## config.mk

```make
export PLATFORM = sky130hd
export DESIGN_NAME = squash_score_keeper
export DESIGN_NICKNAME = d
export VERILOG_FILES = /design/src/rtl/squash_score_keeper.sv
export SDC_FILE = /design/constraint.sdc
export NUM_CORES = 1
export LEC_CHECK = 0
export BUFFER_PORTS_ARGS = -buffer_cell sky130_fd_sc_hd__buf_2
export CAP_MARGIN = 15
export CELL_PAD_IN_SITES_DETAIL_PLACEMENT = 1
export CELL_PAD_IN_SITES_GLOBAL_PLACEMENT = 1
export CORE_MARGIN = 4
export CORE_UTILIZATION = 45
export DETAILED_ROUTE_END_ITERATION = 16
export GPL_TIMING_DRIVEN = 0
export PLACE_DENSITY = 0.85
export RECOVER_POWER = 100
export REMOVE_ABC_BUFFERS = 1
export SYNTH_ARGS = -nofsm -noshare
export SYNTH_HDL_FRONTEND = slang
export SYNTH_SLANG_ARGS = --single-unit
```

## constraint.sdc

```tcl
create_clock -name clock -period 2.9 [get_ports clock]
set_clock_uncertainty 0.15 [all_clocks]
set_input_delay 0.145 -clock clock [delete_from_list [all_inputs] [get_ports clock]]
set_output_delay 0.145 -clock clock [all_outputs]
set_load 0.01 [all_outputs]
```

## src/rtl/squash_score_keeper.sv

```systemverilog
// Right-player score keeper for the squash display: conditions the serve button,
// runs the IDLE/RALLY/HOLD/GAME_OVER match FSM and drives score, state and launch strobe.

module squash_debounce #(
  parameter int CYCLES = 1000000
) (
  input  logic clock,
  input  logic reset,
  input  logic btn,
  output logic press
);
  localparam int W = (CYCLES > 1) ? $clog2(CYCLES) : 1;
  localparam logic [W-1:0] LAST = W'(CYCLES - 1);

  logic         s1, s2, lvl, lvl_q;
  logic [W-1:0] cnt;

  // The accepted level only moves after CYCLES consecutive edges of disagreement.
  always_ff @(posedge clock or negedge reset) begin
    if (!reset) begin
      s1    <= 1'b0;
      s2    <= 1'b0;
      lvl   <= 1'b0;
      lvl_q <= 1'b0;
      cnt   <= '0;
    end else begin
      s1    <= btn;
      s2    <= s1;
      lvl_q <= lvl;
      if (s2 != lvl) begin
        if (cnt == LAST) begin
          lvl <= s2;
          cnt <= '0;
        end else begin
          cnt <= cnt + 1'b1;
        end
      end else begin
        cnt <= '0;
      end
    end
  end

  assign press = lvl & ~lvl_q;
endmodule

module squash_score_keeper #(
  parameter int DEBOUNCE_CYCLES = 1000000,
  parameter int HOLD_CYCLES     = 50000000,
  parameter int WIN_SCORE       = 3
) (
  input  logic       clock,
  input  logic       reset,
  input  logic       serve_btn,
  input  logic       point_in,
  input  logic       fault_in,
  output logic [1:0] rightpscore,
  output logic       gamestate,
  output logic       ball_launch,
  output logic       game_over
);
  localparam int HW = (HOLD_CYCLES > 1) ? $clog2(HOLD_CYCLES) : 1;
  localparam logic [HW-1:0] HOLD_LAST = HW'(HOLD_CYCLES - 1);
  localparam logic [1:0]    WIN       = 2'(WIN_SCORE);

  typedef enum logic [1:0] {IDLE, RALLY, HOLD, GAME_OVER} state_t;

  state_t          state_q, state_d;
  logic [1:0]      score_d;
  logic [HW-1:0]   hold_q, hold_d;
  logic            launch_d;
  logic            serve_press;

  squash_debounce #(.CYCLES(DEBOUNCE_CYCLES)) u_deb (
    .clock (clock),
    .reset (reset),
    .btn   (serve_btn),
    .press (serve_press)
  );

  always_comb begin
    state_d  = state_q;
    score_d  = rightpscore;
    hold_d   = hold_q;
    launch_d = 1'b0;
    case (state_q)
      IDLE: begin
        if (serve_press) begin
          state_d  = RALLY;
          launch_d = 1'b1;
        end
      end
      RALLY: begin
        // A point outranks a simultaneous fault.
        if (point_in) begin
          score_d = rightpscore + 2'd1;
          hold_d  = '0;
          state_d = (score_d == WIN) ? GAME_OVER : HOLD;
        end else if (fault_in) begin
          hold_d  = '0;
          state_d = HOLD;
        end
      end
      HOLD: begin
        if (hold_q == HOLD_LAST) state_d = IDLE;
        else                     hold_d  = hold_q + 1'b1;
      end
      GAME_OVER: begin
        if (serve_press) begin
          score_d = 2'd0;
          state_d = IDLE;
        end
      end
      default: state_d = IDLE;
    endcase
  end

  // Status outputs are decoded from the next state so they line up with state_q.
  always_ff @(posedge clock or negedge reset) begin
    if (!reset) begin
      state_q     <= IDLE;
      hold_q      <= '0;
      rightpscore <= 2'd0;
      gamestate   <= 1'b0;
      ball_launch <= 1'b0;
      game_over   <= 1'b0;
    end else begin
      state_q     <= state_d;
      hold_q      <= hold_d;
      rightpscore <= score_d;
      gamestate   <= (state_d == RALLY);
      ball_launch <= launch_d;
      game_over   <= (state_d == GAME_OVER);
    end
  end
endmodule

```

==> impl_results.md, run 1 <==
- Area share of the largest cell type after synthesis: 48.4%
- Most used DFF post-synth: dfrtp_1
- Grt total ovfl: 0
- Port bufs: 9
- Library cells used by synthesis: 42
- Fillers: 727
- Clk pwr share: 43.9%
- Share of synthesized flip-flops with an asynchronous set or reset: 100%
- Post-Syn Instances: 302
- Initial drt markers: 91
- Clk slew on worst S/H paths: 60 ps
- Maximum clock frequency: 388 MHz
- Vias in the first global route: 2,558
- Slew @ Worst Pin: 1020 ps
- DR pass1 iterations: 4
- Hold-fix buffers at CTS: 4
- Final Cycle Share: 88.9%
- Detailed-route via count: 2,355
- Combinational power share: 3.5%
- P per Cell Area: 489 mW/mm^2
- Worst Path Max Fanout: 18
- Setup TNS: 0 ps
- Register area share after synthesis: 48.4%
- Crit path kind: reg -> reg
- Flop pwr share: 52.5%
- Vias/cell: 5.93
- Final core occ: 50.5%
- Dpl hpwl: 4.71 mm
- Final WL: 7.02 mm
- Hold WC Path Type: reg -> reg
- Ranking of synthesized cells by area: dfrtp_1 48%, nor2_1 5.2%, xnor2_1 4.8%
- Min cycle time layout: 2580 ps
- Antenna Nets Post-Route: 0
- Post-synth EDFFs: 0
- Syn avg cell area: 9.75 sq um
- Sw Share: 23.7%
- Layout Nets: 324
- Final setup margin: 322 ps
- Static leakage: 1.28 nW
- Postcts setup bufs: 0
- Die area: 0.00790 sq mm
- Initial antenna violation count: 0
- Final slew viol count: 0
- Worst slew margin: 31.9%
- Top Metal Used: met4
- Largest net degree at the start of global routing: 41
- Core area: 0.00635 sq mm
- Post-CTS Resized: 0
- DR WL met3: 196 um
- Area grow syn2layout: 8.97%
- M1 WL: 3.25 mm
- Synthesized cell area: 0.00294 sq mm
- Total number of yosys warnings: 0
- Pwr Total: 0.00157 W
- WP data arrival: 2620 ps
- Residual DRC: 0
- GPL Wtd Cong: 0.784
- Psw: 0.000371 W
- Root Buffer: clkbuf_8
- Share of layout cells above drive strength 1: 8.44%
- Maximum VDD drop: 0.000267 V
- Maximum clock path buffer count: 2
- Int Power: 0.00120 W
- I/O pins: 10
- Initial Utilization: 46.4%
- Die height: 88.9 um
- # clock sinks: 57
- CTS buffer count: 9
- Cell taking the most area after synthesis: dfrtp_1
- Post-DR wirelength/cell: 17.7 um
- Total track usage: 20.8%
- Dpl cells: 378
- Unrepaired setup endpoints after global routing: no
- CTS tree: yes
- Final hold vios: 0
- Final Setup Violations: 0
- Diode count: 0
- Number of max-cap violations: 0
- Worst Setup End Kind: flip-flop
- FF+latch count, synth: 57
- Worst-Skew Late Latency: 350 ps
- Final Non-Filler Cells: 397
- Status: finished clean
- First-pass GRT wire length: 12.4 mm
- Die width: 88.9 um
- H-tree levels: 3
- Row count: 29
- Crit start category: flip-flop
- Met2 Wirelength: 3.40 mm
- Dpl ws: 407 ps
- Critical Path RT: 2950 ps
-- cell families (layout without fill, tap and decap cells) --
kind of cell	count (synthesis)	after routing	share of synthesized area, %
muxes	5	5	1.74
AOI/OAI and AO/OA	39	39	8.58
adders and majority gates	3	3	1.28
DFF	57	57	48.4
and+or+nand+nor	152	152	28.0
buffers and inverters	19	37	3.95
xor gates and xnor gates	27	27	8.03
-- synth_stat cells (3+ instances only) --
| library cell | instances |
|---|---|
| inv_1 | 7 |
| nor4_1 | 9 |
| xnor2_1 | 16 |
| xor2_1 | 11 |
| nor3_1 | 9 |
| a21o_1 | 3 |
| ha_1 | 3 |
| o31ai_1 | 10 |
| clkbuf_1 | 3 |
| nand4_1 | 15 |
| or3_1 | 4 |
| nor4_2 | 4 |
| nand2_1 | 28 |
| dfrtp_1 | 57 |
| nand3_1 | 16 |
| and4_1 | 4 |
| buf_6 | 3 |
| o211ai_1 | 10 |
| o21ai_0 | 6 |
| nor2_1 | 41 |
| a21oi_1 | 9 |
| mux2i_1 | 4 |
| and3_1 | 5 |
| nand3b_1 | 3 |
-- final timing paths --
path	from	to	slack (ps)	depth (start not counted)
max	u_deb.cnt[0]	u_deb.cnt[0]	320	6
min	u_deb.s1	u_deb.s2	240	0
max reg2reg	u_deb.cnt[0]	u_deb.cnt[0]	320	6
min reg2reg	u_deb.s1	u_deb.s2	240	0
max in group asynchronous	reset	u_deb.cnt[9]	740	3
min in group asynchronous	reset	hold_q[23]	340	2
-- layout by cell type (no fill, tap or decap), types with 2 or more instances in the layout --
cell type / synthesis / routed
or3_1: 4 / 4
dfrtp_1: 57 / 57
xnor2_1: 16 / 16
nand3_2: 2 / 2
nand3_1: 16 / 16
nor2_1: 41 / 42
o31ai_1: 10 / 10
mux2i_1: 4 / 4
nand4_1: 15 / 15
o21ai_0: 6 / 6
o211ai_1: 10 / 10
nand3b_1: 3 / 3
dlygate4sd3_1: 0 / 4
clkinv_2: 0 / 3
nor2b_1: 2 / 2
inv_1: 7 / 7
nor3_1: 9 / 8
nor4_1: 9 / 11
clkbuf_1: 3 / 6
a21o_1: 3 / 3
and3_1: 5 / 5
ha_1: 3 / 3
nand2_1: 28 / 29
xor2_1: 11 / 11
and4_1: 4 / 5
clkbuf_8: 0 / 12
buf_2: 1 / 3
nor4_2: 4 / 2
a21oi_1: 9 / 9
-- metal layers --
layer / up-vias / GRT usage, %
li1: 1111 / -
met1: 1191 / 26.9
met2: 36 / 31.8
met3: 17 / 5.77
met4: 0 / 11.1
met5: - / 0
-- final cells by class --
class                   instances  area [sq um]  share of cell area, %
inverters                       7          26.3                  0.819
clock buffers                  12           165                   5.15
clock inverters                 3          15.0                  0.468
repair buffers                 15          93.8                   2.93
well taps                      77          96.3                   3.00
flip-flops and latches         57          1430                   44.5
multi-input cells             226          1390                   43.2
-- power by group through the flow --
stage	registers [W]	clock network [W]	logic (W)
floorplan	0.000833	0	0.0000248
global placement	0.000836	0	0.0000478
detailed placement	0.000837	0	0.0000549
CTS	0.000823	0.000701	0.0000602
global route	0.000825	0.000740	0.0000653
finish	0.000824	0.000689	0.0000555
-- per-stage QoR --
stage / cell area (sq um) / hold WS (ps)
finish: 3210 / 236
CTS: 3250 / 134
floorplan: 2850 / -301
detailed placement: 3030 / -34.8
global placement: 3000 / 104
global route: 3210 / 251
-- worst max-delay path: stages (launching register included) --
cell and delay, ps:
dfrtp_1 410, ha_1 240, and4_1 300, nand2_1 130
nor4_2 470, or2_1 590, nor2_1 140
-- registers in the layout, indices dropped and copies added, names as in the netlist --
name and flops:
state_q 2, u_deb.lvl_q 1, u_deb.s2 1, u_deb.lvl 1, gamestate 1, hold_q 26, ball_launch 1, u_deb.s1 1
game_over 1, rightpscore 2, u_deb.cnt 20
(Power assumes the default switching activity.)
==> inputs of run 2 (changes only) <==
--- a/config.mk
+++ b/config.mk
@@ -5,7 +5,7 @@
 export SDC_FILE = /design/constraint.sdc
 export NUM_CORES = 1
 export LEC_CHECK = 0
-export BUFFER_PORTS_ARGS = -buffer_cell sky130_fd_sc_hd__buf_2
+export BUFFER_PORTS_ARGS = -buffer_cell sky130_fd_sc_hd__clkbuf_2
 export CAP_MARGIN = 15
 export CELL_PAD_IN_SITES_DETAIL_PLACEMENT = 1
 export CELL_PAD_IN_SITES_GLOBAL_PLACEMENT = 1
==> run 2 against run 1 <==
Effect of this change: worst setup slack gained 31 ps; die area is the same; non-clock buffer count shrank 1; wire length shrank 2.9%; first-iteration DRC count grew 3.3%; cell count is the same; sequential share of layout area shrank 0.50 points; critical endpoint is now hold_q[7].
==> impl_results.md, run 2 (synthesized netlist as in run 1, its figures left out) <==
- Status: finished clean (unchanged)
- Total track usage: 19.8% (was 20.8%)
- CTS tree: yes (unchanged)
- Area grow syn2layout: 10.2% (was 8.97%)
- Core area: 0.00635 sq mm (unchanged)
- Layout Nets: 323 (was 324)
- Critical Path RT: 2960 ps (was 2950 ps)
- H-tree levels: 3 (unchanged)
- Final Setup Violations: 0 (unchanged)
- Slowest cell on crit path: and4_1 (was or2_1)
- Number of max-cap violations: 0 (unchanged)
- Postcts setup bufs: 0 (unchanged)
- Worst Path Max Fanout: 23 (was 18)
- Unrepaired setup endpoints after global routing: no (unchanged)
- Die height: 88.9 um (unchanged)
- Clk slew on worst S/H paths: 70 ps (was 60 ps)
- Vias in the first global route: 2,512 (was 2,558)
- Crit-path max cell delay: 780 ps (was 590 ps)
- P per Cell Area: 533 mW/mm^2 (was 489 mW/mm^2)
- GPL Wtd Cong: 0.779 (was 0.784)
- Largest register FFs: 26 (unchanged)
- Worst Setup End Kind: flip-flop (unchanged)
- Maximum VDD drop: 0.000298 V (was 0.000267 V)
- Residual DRC: 0 (unchanged)
- Dpl hpwl: 4.52 mm (was 4.71 mm)
- Static leakage: 1.29 nW (was 1.28 nW)
- Hold WC Path Type: reg -> reg (unchanged)
- Most common cell after layout, fill and taps aside: dfrtp_1 (unchanged)
- Root Buffer: clkbuf_8 (unchanged)
- DR pass1 iterations: 5 (was 4)
- Die area: 0.00790 sq mm (unchanged)
- Antenna Nets Post-Route: 0 (unchanged)
- Hold_ws: 200 ps (was 236 ps)
- Hold depth: 0 (unchanged)
- Die width: 88.9 um (unchanged)
- Pwr Total: 0.00173 W (was 0.00157 W)
- Maximum clock path buffer count: 2 (unchanged)
- Most frequent cells in the layout: 57 x dfrtp_1, 41 x nor2_1, 29 x nand2_1, 17 x nand3_1, 16 x xnor2_1 (was 57 x dfrtp_1, 42 x nor2_1, 29 x nand2_1, 16 x nand3_1, 16 x xnor2_1)
- # clock sinks: 57 (unchanged)
- Final hold vios: 0 (unchanged)
- Largest Register: hold_q (unchanged)
- Crit start category: flip-flop (unchanged)
- CTS buffer count: 9 (unchanged)
- Slew @ Worst Pin: 1430 ps (was 1020 ps)
- CP cell instances: ha_1 > nand3_1 > nor4_2 > and4_1 > nor3_1 > mux2i_1 (was ha_1 > and4_1 > nand2_1 > nor4_2 > or2_1 > nor2_1)
- Vias/cell: 5.89 (was 5.93)
- Initial antenna violation count: 0 (unchanged)
- Initial drt markers: 94 (was 91)
- Diode count: 0 (unchanged)
- Initial Utilization: 46.4% (unchanged)
- R2R depth: 6 (unchanged)
- Fillers: 710 (was 727)
- Min cycle time layout: 2550 ps (was 2580 ps)
- Largest net degree at the start of global routing: 58 (was 41)
- Maximum clock frequency: 393 MHz (was 388 MHz)
- Crit path kind: reg -> reg (unchanged)
- I/O pins: 10 (unchanged)
- First-pass GRT wire length: 11.9 mm (was 12.4 mm)
- Port bufs: 9 (unchanged)
- Final slew viol count: 0 (unchanged)
- Final Cycle Share: 87.8% (was 88.9%)
- WP data arrival: 2600 ps (was 2620 ps)
- Grt total ovfl: 0 (unchanged)
- CP Depth: 6 (unchanged)
- Post-DR wirelength/cell: 17.2 um (was 17.7 um)
- Row count: 29 (unchanged)
- Setup TNS: 0 ps (unchanged)
- Worst-Skew Late Latency: 340 ps (was 350 ps)
- Detailed-route via count: 2,338 (was 2,355)
- Final WL: 6.82 mm (was 7.02 mm)
- Biggest regs: hold_q: 26 flops, u_deb.cnt: 20 flops (unchanged)
- Worst slew margin: 4.49% (was 31.9%)
- Share of layout cells above drive strength 1: 8.13% (was 8.44%)
- Crit-path leading delay family: simple AND/OR/NAND/NOR gates (unchanged)
- Buffers & Inverters on Critical Path: 0 (unchanged)
## run 2: changes by cell type in the layout (fill, tap and decap cells not counted), sizes merged
cell      before  now
clkbuf        19   22
buf            4    0
clkinvlp       0    2
bufinv         0    2
clkinv         3    0
## run 2: power by group
part           leakage, nW  internal (W)  switching (W)
clock                0.109      0.000531       0.000323
combinational        0.484     0.0000183      0.0000346
sequential           0.694      0.000808      0.0000152
total                 1.29       0.00136       0.000373
## run 2: metrics by stage
| stage | std cells | setup slack, ps | utilization (%) | area [sq um] |
|---|---|---|---|---|
| floorplan | 290 | 803 | - | 2850 |
| global route | 397 | 129 | 51.1 | 3240 |
| CTS | 396 | 396 | 51.5 | 3270 |
| global placement | 376 | 487 | 47.2 | 3000 |
| detailed placement | 376 | 442 | 47.3 | 3000 |
| finish | 397 | 353 | 51.1 | 3240 |
## run 2: final timing paths
check	from	end	slack, ps
max in group asynchronous	reset	u_deb.cnt[14]	1190
setup reg to reg	hold_q[0]	hold_q[7]	350
hold reg to reg	u_deb.s1	u_deb.s2	200
setup / recovery	hold_q[0]	hold_q[7]	350
hold / removal	u_deb.s1	u_deb.s2	200
min in group asynchronous	reset	hold_q[10]	540
## run 2: routing by layer
metal	GRT usage [%]	up-vias	routed length, um
li1	-	1106	-
met1	24.5	1196	3000
met2	33.7	29	3580
met3	2.61	7	148
met4	9.89	0	85
met5	0	-	0
## run 2: cell type report
| class | count | area, sq um | share of cell area (%) |
|---|---|---|---|
| flip-flops and latches | 57 | 1430 | 44.0 |
| clock buffers | 12 | 155 | 4.78 |
| clock inverters | 4 | 75.1 | 2.31 |
| well taps | 77 | 96.3 | 2.97 |
| inverters | 7 | 26.3 | 0.810 |
| repair buffers | 14 | 82.6 | 2.55 |
| multi-input cells | 226 | 1380 | 42.6 |
## run 2: timing repair
| item | CTS | global route |
|---|---|---|
| gates resized for setup | 0 | 0 |
| setup endpoints to repair | 0 | 0 |
| hold buffers | 4 | 0 |
| hold endpoints to repair | 60 | 0 |
